===== src/rtl/univ_shift_reg_en_amisha.sv =====
// Universal WIDTH-bit shift register with clock enable: hold, logical shifts,
// rotates, arithmetic shift right, parallel load and synchronous clear.
module univ_shift_reg_en_amisha #(
    parameter int               WIDTH     = 8,
    parameter logic [WIDTH-1:0] RESET_VAL = {WIDTH{1'b0}}
) (
    input  logic             clk_amisha,
    input  logic             reset_amisha,
    input  logic             en_amisha,
    input  logic [2:0]       ctrl_amisha,
    input  logic [WIDTH-1:0] d_amisha,
    input  logic             sin_r_amisha,
    input  logic             sin_l_amisha,
    output logic [WIDTH-1:0] q_amisha,
    output logic             sout_msb_amisha,
    output logic             sout_lsb_amisha,
    output logic             zero_amisha,
    output logic             last_out_amisha
);

    localparam logic [2:0] CTRL_HOLD = 3'b000;
    localparam logic [2:0] CTRL_SHL  = 3'b001;
    localparam logic [2:0] CTRL_SHR  = 3'b010;
    localparam logic [2:0] CTRL_LOAD = 3'b011;
    localparam logic [2:0] CTRL_ROL  = 3'b100;
    localparam logic [2:0] CTRL_ROR  = 3'b101;
    localparam logic [2:0] CTRL_ASR  = 3'b110;
    localparam logic [2:0] CTRL_CLR  = 3'b111;

    logic [WIDTH-1:0] r_reg;
    logic [WIDTH-1:0] r_next_s;
    logic             last_out_r;
    logic             last_next_s;

    // State register: contents plus the most recently ejected bit.
    always_ff @(posedge clk_amisha or posedge reset_amisha) begin
        if (reset_amisha) begin
            r_reg      <= RESET_VAL;
            last_out_r <= 1'b0;
        end else begin
            r_reg      <= r_next_s;
            last_out_r <= last_next_s;
        end
    end

    // Next-state decode; unknown or disabled control falls back to hold.
    always_comb begin
        r_next_s    = r_reg;
        last_next_s = last_out_r;
        if (en_amisha) begin
            case (ctrl_amisha)
                CTRL_HOLD: begin
                    r_next_s    = r_reg;
                    last_next_s = last_out_r;
                end
                CTRL_SHL: begin
                    r_next_s    = {r_reg[WIDTH-2:0], sin_r_amisha};
                    last_next_s = r_reg[WIDTH-1];
                end
                CTRL_SHR: begin
                    r_next_s    = {sin_l_amisha, r_reg[WIDTH-1:1]};
                    last_next_s = r_reg[0];
                end
                CTRL_LOAD: begin
                    r_next_s    = d_amisha;
                    last_next_s = last_out_r;
                end
                CTRL_ROL: begin
                    r_next_s    = {r_reg[WIDTH-2:0], r_reg[WIDTH-1]};
                    last_next_s = r_reg[WIDTH-1];
                end
                CTRL_ROR: begin
                    r_next_s    = {r_reg[0], r_reg[WIDTH-1:1]};
                    last_next_s = r_reg[0];
                end
                CTRL_ASR: begin
                    r_next_s    = {r_reg[WIDTH-1], r_reg[WIDTH-1:1]};
                    last_next_s = r_reg[0];
                end
                CTRL_CLR: begin
                    r_next_s    = {WIDTH{1'b0}};
                    last_next_s = 1'b0;
                end
                default: begin
                    r_next_s    = r_reg;
                    last_next_s = last_out_r;
                end
            endcase
        end else begin
            r_next_s    = r_reg;
            last_next_s = last_out_r;
        end
    end

    assign q_amisha        = r_reg;
    assign sout_msb_amisha = r_reg[WIDTH-1];
    assign sout_lsb_amisha = r_reg[0];
    assign zero_amisha     = (r_reg == {WIDTH{1'b0}});
    assign last_out_amisha = last_out_r;

endmodule


===== config.mk =====
export PLATFORM = sky130hd
export DESIGN_NAME = univ_shift_reg_en_amisha
export DESIGN_NICKNAME = d
export VERILOG_FILES = /design/src/rtl/univ_shift_reg_en_amisha.sv
export SDC_FILE = /design/constraint.sdc
export NUM_CORES = 1
export LEC_CHECK = 0
export CAP_MARGIN = 30
export CELL_PAD_IN_SITES_DETAIL_PLACEMENT = 1
export CELL_PAD_IN_SITES_GLOBAL_PLACEMENT = 1
export CORE_UTILIZATION = 25
export DETAILED_ROUTE_END_ITERATION = 6
export PLACE_DENSITY_LB_ADDON = 0.1
export SYNTH_ARGS = -nofsm -noshare
export SYNTH_HDL_FRONTEND = slang
export SYNTH_SLANG_ARGS = --single-unit

===== constraint.sdc =====
create_clock -name clk_amisha -period 1.3 [get_ports clk_amisha]
set_input_delay 0.39 -clock clk_amisha [delete_from_list [all_inputs] [get_ports clk_amisha]]
set_output_delay 0.39 -clock clk_amisha [all_outputs]
set_load 0.02 [all_outputs]

==> results.sh, run 1 <==
export IMPL_status="finished, violations left"
export IMPL_violations="negative setup slack"
export IMPL_p_per_area_nw_per_um2=1010
export IMPL_muxShareOfSynthArea=0.0342
export IMPL_slew_headroom=0.767
export IMPL_p_total_mw=1.45
export IMPL_yosys_warnings=0
export IMPL_synth_seq_area_share=0.308
export IMPL_synth_edf_count=0
export IMPL_grt_pass1_wl_um=4380
export IMPL_synth_compound_area_frac=0.317
export IMPL_grt_setup_unrepaired="true"
export IMPL_ys_flop_type="dfrtp_1"
export IMPL_fmaxAchievable_ghz=0.541
export IMPL_cts_sinks=9
export IMPL_die_y_um=56.1
export IMPL_clock_latency_ps=280
export IMPL_final_hold_viol_count=0
export IMPL_num_nets_final=161
export IMPL_synthAdderAreaFrac=0
export IMPL_setup_violations=11
export IMPL_htreeDepth=1
export IMPL_synth_xor_area_frac=0.0240
export IMPL_synth_fp_nets=102
export IMPL_finalCriticalPeriod_ps=1850
export IMPL_wire_per_inst_um=15.5
export IMPL_core_area_um2=2760
export IMPL_antenna_found_initial=0
export IMPL_worstHoldPathType="in2async"
export IMPL_rows=19
export IMPL_end_kind="output port"
export IMPL_required_ps=910
export IMPL_ir_worst_vdd_v=0.000664
export IMPL_cts_root_buf="clkbuf_4"
export IMPL_seqCellArea_um2=231
export IMPL_synth_simple_area_share=0.200
export IMPL_postSynthAreaPerCell_um2=8.50
export IMPL_synth_distinct_cells=30
export IMPL_drive_above_1_share=0.535
export IMPL_path_clk_slew_ps=70
export IMPL_skew_ps=12.1
export IMPL_clockBufferDepth=2
export IMPL_placed_cell_area_um2=1180
export IMPL_synth_seq_cells=9
export IMPL_finalMaxSlewViolations=0
export IMPL_multi_input_area_um2=498
export IMPL_first_pass_iters=4
export IMPL_synth_top_cell_by_area="dfrtp_1"
export IMPL_min_period_over_period=1.42
export IMPL_synth_area_leaders="dfrtp_1 31%, a21oi_1 6.8%, buf_6 6.2%, nand2_1 4.6%, a211oi_1 4.1%"
export IMPL_dp_hpwl_um=1880
export IMPL_vias=887
export IMPL_drv_cap=0
export IMPL_startpoint_type="register"
export IMPL_syn_cell_area_um2=731
export IMPL_synth_top_family_by_area="compound AO/OA/AOI/OAI gates"
export IMPL_p_leak_nw=0.644
export IMPL_wl_um=2720
export IMPL_gr_usage_all_layers=0.181
export IMPL_yosysTopAreaCellShare=0.308
export IMPL_critPathKind="reg2out"
export IMPL_antenna_cells=0
export IMPL_gp_congestion=0.826
export IMPL_routed_via_density=5.07
export IMPL_die_w_um=56.1
export IMPL_syn_instance_count=86
export IMPL_drt_initial_drc_count=13
export IMPL_gr_total_overflow=0
export IMPL_worst_pin_slew_ps=349
export IMPL_fp_dieArea_um2=3140
export IMPL_ff2ff_path_depth=5
export IMPL_cts_buffers=3
export IMPL_area_growth_pct=96.2
export IMPL_initial_core_util=0.265
export IMPL_fillCellCount=317
export IMPL_path_max_fanout=2
export IMPL_layout_setup_ws_ps=-547
export IMPL_grt_pass1_vias=890
export IMPL_grt_max_degree=10
export IMPL_io_buffers=27
export IMPL_arrival_ps=1460
export IMPL_io_pins=28
export IMPL_drc_errors=0
export IMPL_antenna_left=0
export IMPL_finalInstanceArea_um2=1430
export IMPL_cts_tree="done"
export IMPL_synthArstFlopShare=1.00
[cell families (layout without fill, tap and decap cells)]
family,count (synthesis),after routing
compound gates,34,34
xor+xnor,2,2
buf+inv,12,70
flops,9,9
mux,2,2
simple gates,27,27
[synthesized netlist by cell type, drive strengths merged (2+ instances only)]
cell type,n
nor2b,3
dfrtp,9
inv,4
o31ai,3
a211oi,4
nor2,8
a21oi,10
nand2,10
a22o,3
xor2,2
buf,8
or4,2
a31oi,3
o21ai,7
[report_power, final]
part           internal [mW]  total [mW]  leakage (nW)  switching, mW
registers              0.335       0.368         0.106         0.0326
clock network          0.119       0.233        0.0150          0.114
logic                  0.462       0.845         0.524          0.383
[final timing paths]
| kind | start | end | slack [ps] |
|---|---|---|---|
| max in group asynchronous | reset_amisha | q_amisha[5] | 640 |
| hold reg to reg | last_out_amisha | last_out_amisha | 560 |
| setup / recovery | q_amisha[7] | zero_amisha | -550 |
| min in group clk_amisha | last_out_amisha | last_out_amisha | 560 |
| hold / removal | reset_amisha | q_amisha[3] | 370 |
| setup reg to reg | q_amisha[4] | q_amisha[5] | -20 |
[final cells by class]
class / count / area share
Multi-Input combinational cell: 65 / 0.347
Inverter: 4 / 0.0122
Clock buffer: 4 / 0.0183
Sequential cell: 9 / 0.161
Tap cell: 31 / 0.0271
Timing Repair Buffer: 62 / 0.434
[critical path, stage by stage (launching register included)]
cell and delay, ps:
dfrtp_2 400, or4_4 540, nor2_4 120, buf_6 120
[per-layer routing]
metal / up-vias / track usage / routed length, µm / share of wire
li1: 429 / - / - / -
met1: 432 / 0.232 / 1230 / 0.45
met5: - / 0 / 0 / 0
met3: 5 / 0.0140 / 60 / 0.022
met4: 0 / 0.0941 / 64 / 0.024
met2: 21 / 0.304 / 1360 / 0.50
[cell usage in the layout, fill, tap and decap left out, types with 2 or more instances in the layout]
cell type,count
nor2_1,6
o21ai_1,4
a22o_1,3
buf_4,20
buf_6,24
clkdlybuf4s50_1,11
a21oi_1,7
clkbuf_4,3
nor2b_4,2
a211oi_2,4
nand2_1,8
xor2_1,2
dfrtp_1,4
a21oi_2,3
a31oi_1,3
o31ai_4,2
inv_1,2
o21ai_0,3
clkdlybuf4s15_1,2
buf_2,2
dfrtp_2,5
or4_4,2
[flip-flops by register name, indices dropped and copies added (netlist names)]
signal           count
q_amisha             8
last_out_amisha      1
[per-stage QoR]
step / utilization / instances / setup slack, ps / TNS (ps) / hold WS, ps
2_1_floorplan: - / 86 / -270 / -270 / 218
3_3_place_gp: 0.426 / 159 / -711 / -6870 / 545
3_5_place_dp: 0.426 / 159 / -719 / -7090 / 557
4_1_cts: 0.493 / 169 / -534 / -782 / 403
5_1_grt: 0.520 / 175 / -590 / -1400 / 419
6_report: 0.520 / 175 / -547 / -932 / 372
[what timing repair did]
action	in CTS	in global routing
pin swaps	6	10
cloned	1	0
hold buffers	0	0
resized for setup	96	17
setup endpoints to repair	21	19
setup buffers	6	10
(Power assumes the default switching activity.)
==> run 2, diff against run 1 <==
CORE_MARGIN = 2   (was unset)
==> run 2 against run 1 <==
Critical path type unchanged. Setup slack improved by 0.51 ps. Non-clock buffer count fell by 1. The run still ends with negative setup slack left. Critical path depth did not move. Sequential cell count did not move. Routed wire length fell by 0.85%. Clock power fell by 4%. Sequential share of layout area rose by 0.27 points. Core utilization fell by 0.86 points. Combinational power barely moved.
==> results.sh, run 2 (same netlist as run 1, synthesis figures left out) <==
export IMPL_skew_ps=0.463
export IMPL_worstHoldPathType="in2async"
export IMPL_p_per_area_nw_per_um2=1020
export IMPL_cts_root_buf="clkbuf_4"
export IMPL_wire_per_inst_um=15.5
export IMPL_vias=882
export IMPL_cts_sinks=9
export IMPL_antenna_cells=0
export IMPL_p_leak_nw=0.634
export IMPL_grt_pass1_wl_um=4250
export IMPL_violations="negative setup slack"
export IMPL_wl_um=2700
export IMPL_io_pins=28
export IMPL_end_kind="output port"
export IMPL_cpLargestDelayFamily="simple AND/OR/NAND/NOR gates"
export IMPL_startpoint_type="register"
export IMPL_routed_via_density=5.07
export IMPL_antenna_left=0
export IMPL_gr_total_overflow=0
export IMPL_finalCriticalPeriod_ps=1850
export IMPL_dp_cells=157
export IMPL_drv_cap=0
export IMPL_setup_violations=16
export IMPL_ff2ff_path_depth=10
export IMPL_path_clk_slew_ps=60
export IMPL_final_cells=174
export IMPL_die_w_um=58.1
export IMPL_final_common_cell="buf_6"
export IMPL_clock_latency_ps=260
export IMPL_fillCellCount=328
export IMPL_slowest_stage="or4_4"
export IMPL_most_common_layout_cells="28 x buf_6, 15 x buf_4, 11 x clkdlybuf4s50_1"
export IMPL_grt_setup_unrepaired="true"
export IMPL_worst_path_buf_inv=1
export IMPL_critPathKind="reg2out"
export IMPL_initial_core_util=0.265
export IMPL_slew_headroom=0.764
export IMPL_drc_errors=0
export IMPL_critical_path_cell_chain="or4_4 > nor2_4 > buf_6"
export IMPL_gp_congestion=0.751
export IMPL_path_max_fanout=2
export IMPL_gr_usage_all_layers=0.168
export IMPL_finalInstanceArea_um2=1410
export IMPL_die_y_um=58.1
export IMPL_arrival_ps=1460
export IMPL_fp_dieArea_um2=3370
export IMPL_finalMaxSlewViolations=0
export IMPL_cpPeakStageDelay_ps=550
export IMPL_area_growth_pct=93.0
export IMPL_htreeDepth=1
export IMPL_min_period_over_period=1.42
export IMPL_core_area_um2=2760
export IMPL_layout_setup_ws_ps=-547
export IMPL_dp_hpwl_um=1840
export IMPL_rows=19
export IMPL_num_nets_final=160
export IMPL_required_ps=910
export IMPL_final_util=0.511
export IMPL_ir_worst_vdd_v=0.000614
export IMPL_drt_initial_drc_count=13
export IMPL_antenna_found_initial=0
export IMPL_reg2reg_from="q_amisha[3]"
export IMPL_fmaxAchievable_ghz=0.542
export IMPL_clockBufferDepth=2
export IMPL_largest_reg_flops=8
export IMPL_placed_cell_area_um2=1160
export IMPL_io_buffers=27
export IMPL_final_hold_viol_count=0
export IMPL_grt_max_degree=10
export IMPL_drive_above_1_share=0.503
export IMPL_r2r_slack_ps=-250
export IMPL_r2r_end="q_amisha[2]"
export IMPL_grt_pass1_vias=886
export IMPL_worst_pin_slew_ps=354
export IMPL_cts_tree="done"
export IMPL_status="finished, violations left"
export IMPL_cts_buffers=3
export IMPL_first_pass_iters=4
-- run 2: cell count changes in the layout (fill, tap and decap cells not counted), sizes merged --
cell,before,now
buf,47,46
-- run 2: where the power goes --
group	switching (mW)	internal, mW
combinational	0.376	0.471
clock	0.104	0.119
sequential	0.0337	0.336
-- run 2: layout make-up --
type                    count  area (µm²)  area share
clock buffers               4        26.3      0.0186
inverters                   4        15.0      0.0106
multi-input cells          65         469       0.333
flip-flops and latches      9         231       0.164
well taps                  31        38.8      0.0275
repair buffers             61         629       0.446
-- run 2: through the flow --
stage / hold slack, ps / setup WS [ps] / TNS (ps) / power (mW)
detailed placement: 556 / -719 / -7190 / 1.03
finish: 398 / -547 / -1840 / 1.44
CTS: 405 / -529 / -1920 / 1.40
global route: 438 / -583 / -2460 / 1.52
global placement: 539 / -713 / -7120 / 1.03
floorplan: 218 / -270 / -270 / 0.712
-- run 2: worst register-to-register path: stages, from the launching register on --
cell and delay, ps:
dfrtp_2 410, buf_4 130, buf_6 100, buf_6 100
buf_6 100, buf_6 110, buf_6 120, inv_2 60
nor2_2 50, a211oi_2 150, o31ai_1 110
-- run 2: what timing repair did --
| item | CTS | global route |
|---|---|---|
| hold buffers | 0 | 0 |
| cloned | 1 | 0 |
| endpoints found under the hold margin | 0 | 0 |
| buffers inserted | 12 | 7 |
| pin swaps | 9 | 9 |
| setup endpoints to repair | 21 | 20 |
| gates resized for setup | 95 | 17 |
-- run 2: worst max-delay path by stage --
stage | from | end | slack, ps | cells after the start
2_1_floorplan | q_amisha[1] | zero_amisha | -270 | 2
3_3_place_gp | q_amisha[1] | zero_amisha | -710 | 3
3_5_place_dp | q_amisha[1] | zero_amisha | -720 | 3
4_1_cts | q_amisha[3] | zero_amisha | -530 | 3
5_1_grt | q_amisha[7] | zero_amisha | -580 | 3
6_report | q_amisha[7] | zero_amisha | -550 | 3
-- run 2: layer usage --
layer | vias to the layer above | wire [µm] | GRT usage
met2 | 25 | 1480 | 0.302
met4 | 0 | 0 | 0.0465
met1 | 430 | 1120 | 0.202
met5 | - | 0 | 0
met3 | 0 | 96 | 0.0313
li1 | 427 | - | -
==> run 3, diff against run 2 <==
SETUP_SLACK_MARGIN = 0.15   (was unset)
TNS_END_PERCENT = 5   (was unset)
==> run 3 against run 2 <==
The flow still finishes with violations (negative setup slack). Cell count shrank 5.7%. Core utilization shrank 5.2 points. Clock power is essentially flat. Critical endpoint unchanged. Largest cell class unchanged. Largest power group unchanged.
==> results.sh, run 3 (same netlist as run 1, synthesis figures left out) <==
export IMPL_cts_root_buf="clkbuf_4"
export IMPL_slew_headroom=0.709
export IMPL_dp_slack_ps=-721
export IMPL_combPwrFrac=0.552
export IMPL_end_kind="output port"
export IMPL_die_w_um=58.1
export IMPL_reg2reg_from="q_amisha[6]"
export IMPL_critical_path_cell_chain="or4_4 > nor2_4 > buf_6"
export IMPL_post_cts_buffers=0
export IMPL_grt_setup_unrepaired="true"
export IMPL_fp_dieArea_um2=3370
export IMPL_num_nets_final=150
export IMPL_arrival_ps=1430
export IMPL_final_hold_viol_count=0
export IMPL_cts_buffers=3
export IMPL_grt_pass1_wl_um=4040
export IMPL_pwr_share_clk=0.168
export IMPL_io_buffers=27
export IMPL_initial_core_util=0.265
export IMPL_worstHoldPathType="in2async"
export IMPL_largest_reg_flops=8
export IMPL_fillCellCount=332
export IMPL_fmaxAchievable_ghz=0.549
export IMPL_gr_total_overflow=0
export IMPL_ir_worst_vdd_v=0.000550
export IMPL_htreeDepth=1
export IMPL_clockBufferDepth=2
export IMPL_grt_pass1_vias=826
export IMPL_drv_cap=0
export IMPL_required_ps=910
export IMPL_finalCriticalPeriod_ps=1820
export IMPL_sw_frac_of_total=0.359
export IMPL_antenna_cells=0
export IMPL_most_common_layout_cells="21 x buf_6, 14 x buf_4, 11 x clkdlybuf4s50_1"
export IMPL_cpPeakStageDelay_ps=540
export IMPL_wire_per_inst_um=14.6
export IMPL_gr_usage_all_layers=0.162
export IMPL_cts_sinks=9
export IMPL_grt_max_degree=17
export IMPL_gp_congestion=0.741
export IMPL_io_pins=28
export IMPL_r2r_slack_ps=0
export IMPL_cts_tree="done"
export IMPL_routed_via_density=5.07
export IMPL_power_frac_seq=0.280
export IMPL_finalInstanceArea_um2=1270
export IMPL_slowest_stage="or4_4"
export IMPL_power_switching_uw=474
export IMPL_antenna_left=0
export IMPL_die_y_um=58.1
export IMPL_path_max_fanout=2
export IMPL_status="finished, violations left"
export IMPL_wl_um=2400
export IMPL_min_period_over_period=1.40
export IMPL_critPathKind="reg2out"
export IMPL_r2r_end="q_amisha[7]"
export IMPL_startpoint_type="register"
export IMPL_p_leak_nw=0.566
export IMPL_drc_errors=0
export IMPL_path_clk_slew_ps=70
export IMPL_violations="negative setup slack"
export IMPL_internal_power_uw=846
export IMPL_final_common_cell="buf_6"
export IMPL_rows=19
export IMPL_cpLargestDelayFamily="simple AND/OR/NAND/NOR gates"
export IMPL_area_growth_pct=73.3
export IMPL_antenna_found_initial=0
export IMPL_first_pass_iters=4
export IMPL_drt_initial_drc_count=5
export IMPL_placed_cell_area_um2=1180
export IMPL_ff2ff_path_depth=5
export IMPL_skew_ps=3.81
export IMPL_layout_setup_ws_ps=-522
export IMPL_dp_hpwl_um=1920
export IMPL_finalMaxSlewViolations=0
export IMPL_drive_above_1_share=0.421
export IMPL_worst_pin_slew_ps=436
export IMPL_vias=831
export IMPL_p_per_area_nw_per_um2=1040
export IMPL_setup_violations=12
export IMPL_worst_path_buf_inv=1
export IMPL_core_area_um2=2760
export IMPL_clock_latency_ps=260
==> run 3: power by group through the flow <==
stage	clock, mW	combinational [mW]	sequential [mW]
3_5_place_dp	0	0.684	0.368
5_1_grt	0.248	0.783	0.377
6_report	0.222	0.729	0.369
4_1_cts	0.234	0.704	0.369
3_3_place_gp	0	0.677	0.364
2_1_floorplan	0	0.250	0.461
==> run 3: worst register-to-register path, cell delays in order (launching register included) <==
cell      delay [ps]
dfrtp_1          380
buf_4            150
nor2b_1          130
a31oi_1          140
o211ai_1         110
mux2_4           280
==> run 3: per-layer routing <==
layer / global-route usage / share of wire / vias to the layer above
met2: 0.268 / 0.51 / 16
met5: 0 / 0 / -
met4: 0.0698 / 0.0092 / 0
li1: - / - / 405
met3: 0.0201 / 0.030 / 2
met1: 0.211 / 0.45 / 408
==> run 3: cell type report <==
| cell class | instances | area, µm² | area share |
|---|---|---|---|
| Timing Repair Buffer | 51 | 515 | 0.407 |
| Multi-Input combinational cell | 65 | 439 | 0.347 |
| Sequential cell | 9 | 231 | 0.183 |
| Tap cell | 31 | 38.8 | 0.0306 |
| Clock buffer | 4 | 26.3 | 0.0208 |
| Inverter | 4 | 15.0 | 0.0119 |
==> run 3: repair_timing <==
action / CTS / global route
hold buffers: 0 / 0
gates resized for setup: 89 / 12
pin swaps: 5 / 2
setup endpoints to repair: 21 / 21
hold endpoints to repair: 0 / 0
==> run 3: how the worst max path moves through the flow <==
stage                 from           to  depth (start not counted)
2_1_floorplan  q_amisha[1]  zero_amisha                          2
3_3_place_gp   q_amisha[1]  zero_amisha                          3
3_5_place_dp   q_amisha[1]  zero_amisha                          3
4_1_cts        q_amisha[2]  zero_amisha                          3
5_1_grt        q_amisha[2]  zero_amisha                          3
6_report       q_amisha[2]  zero_amisha                          3
==> run 3: per-stage QoR <==
step	TNS, ps	power [mW]	hold WS (ps)	std cells	util
floorplan	-271	0.711	218	86	-
global placement	-7090	1.04	610	160	0.429
detailed placement	-7460	1.05	604	160	0.429
CTS	-986	1.31	388	164	0.446
global route	-1360	1.41	420	164	0.459
finish	-679	1.32	388	164	0.459
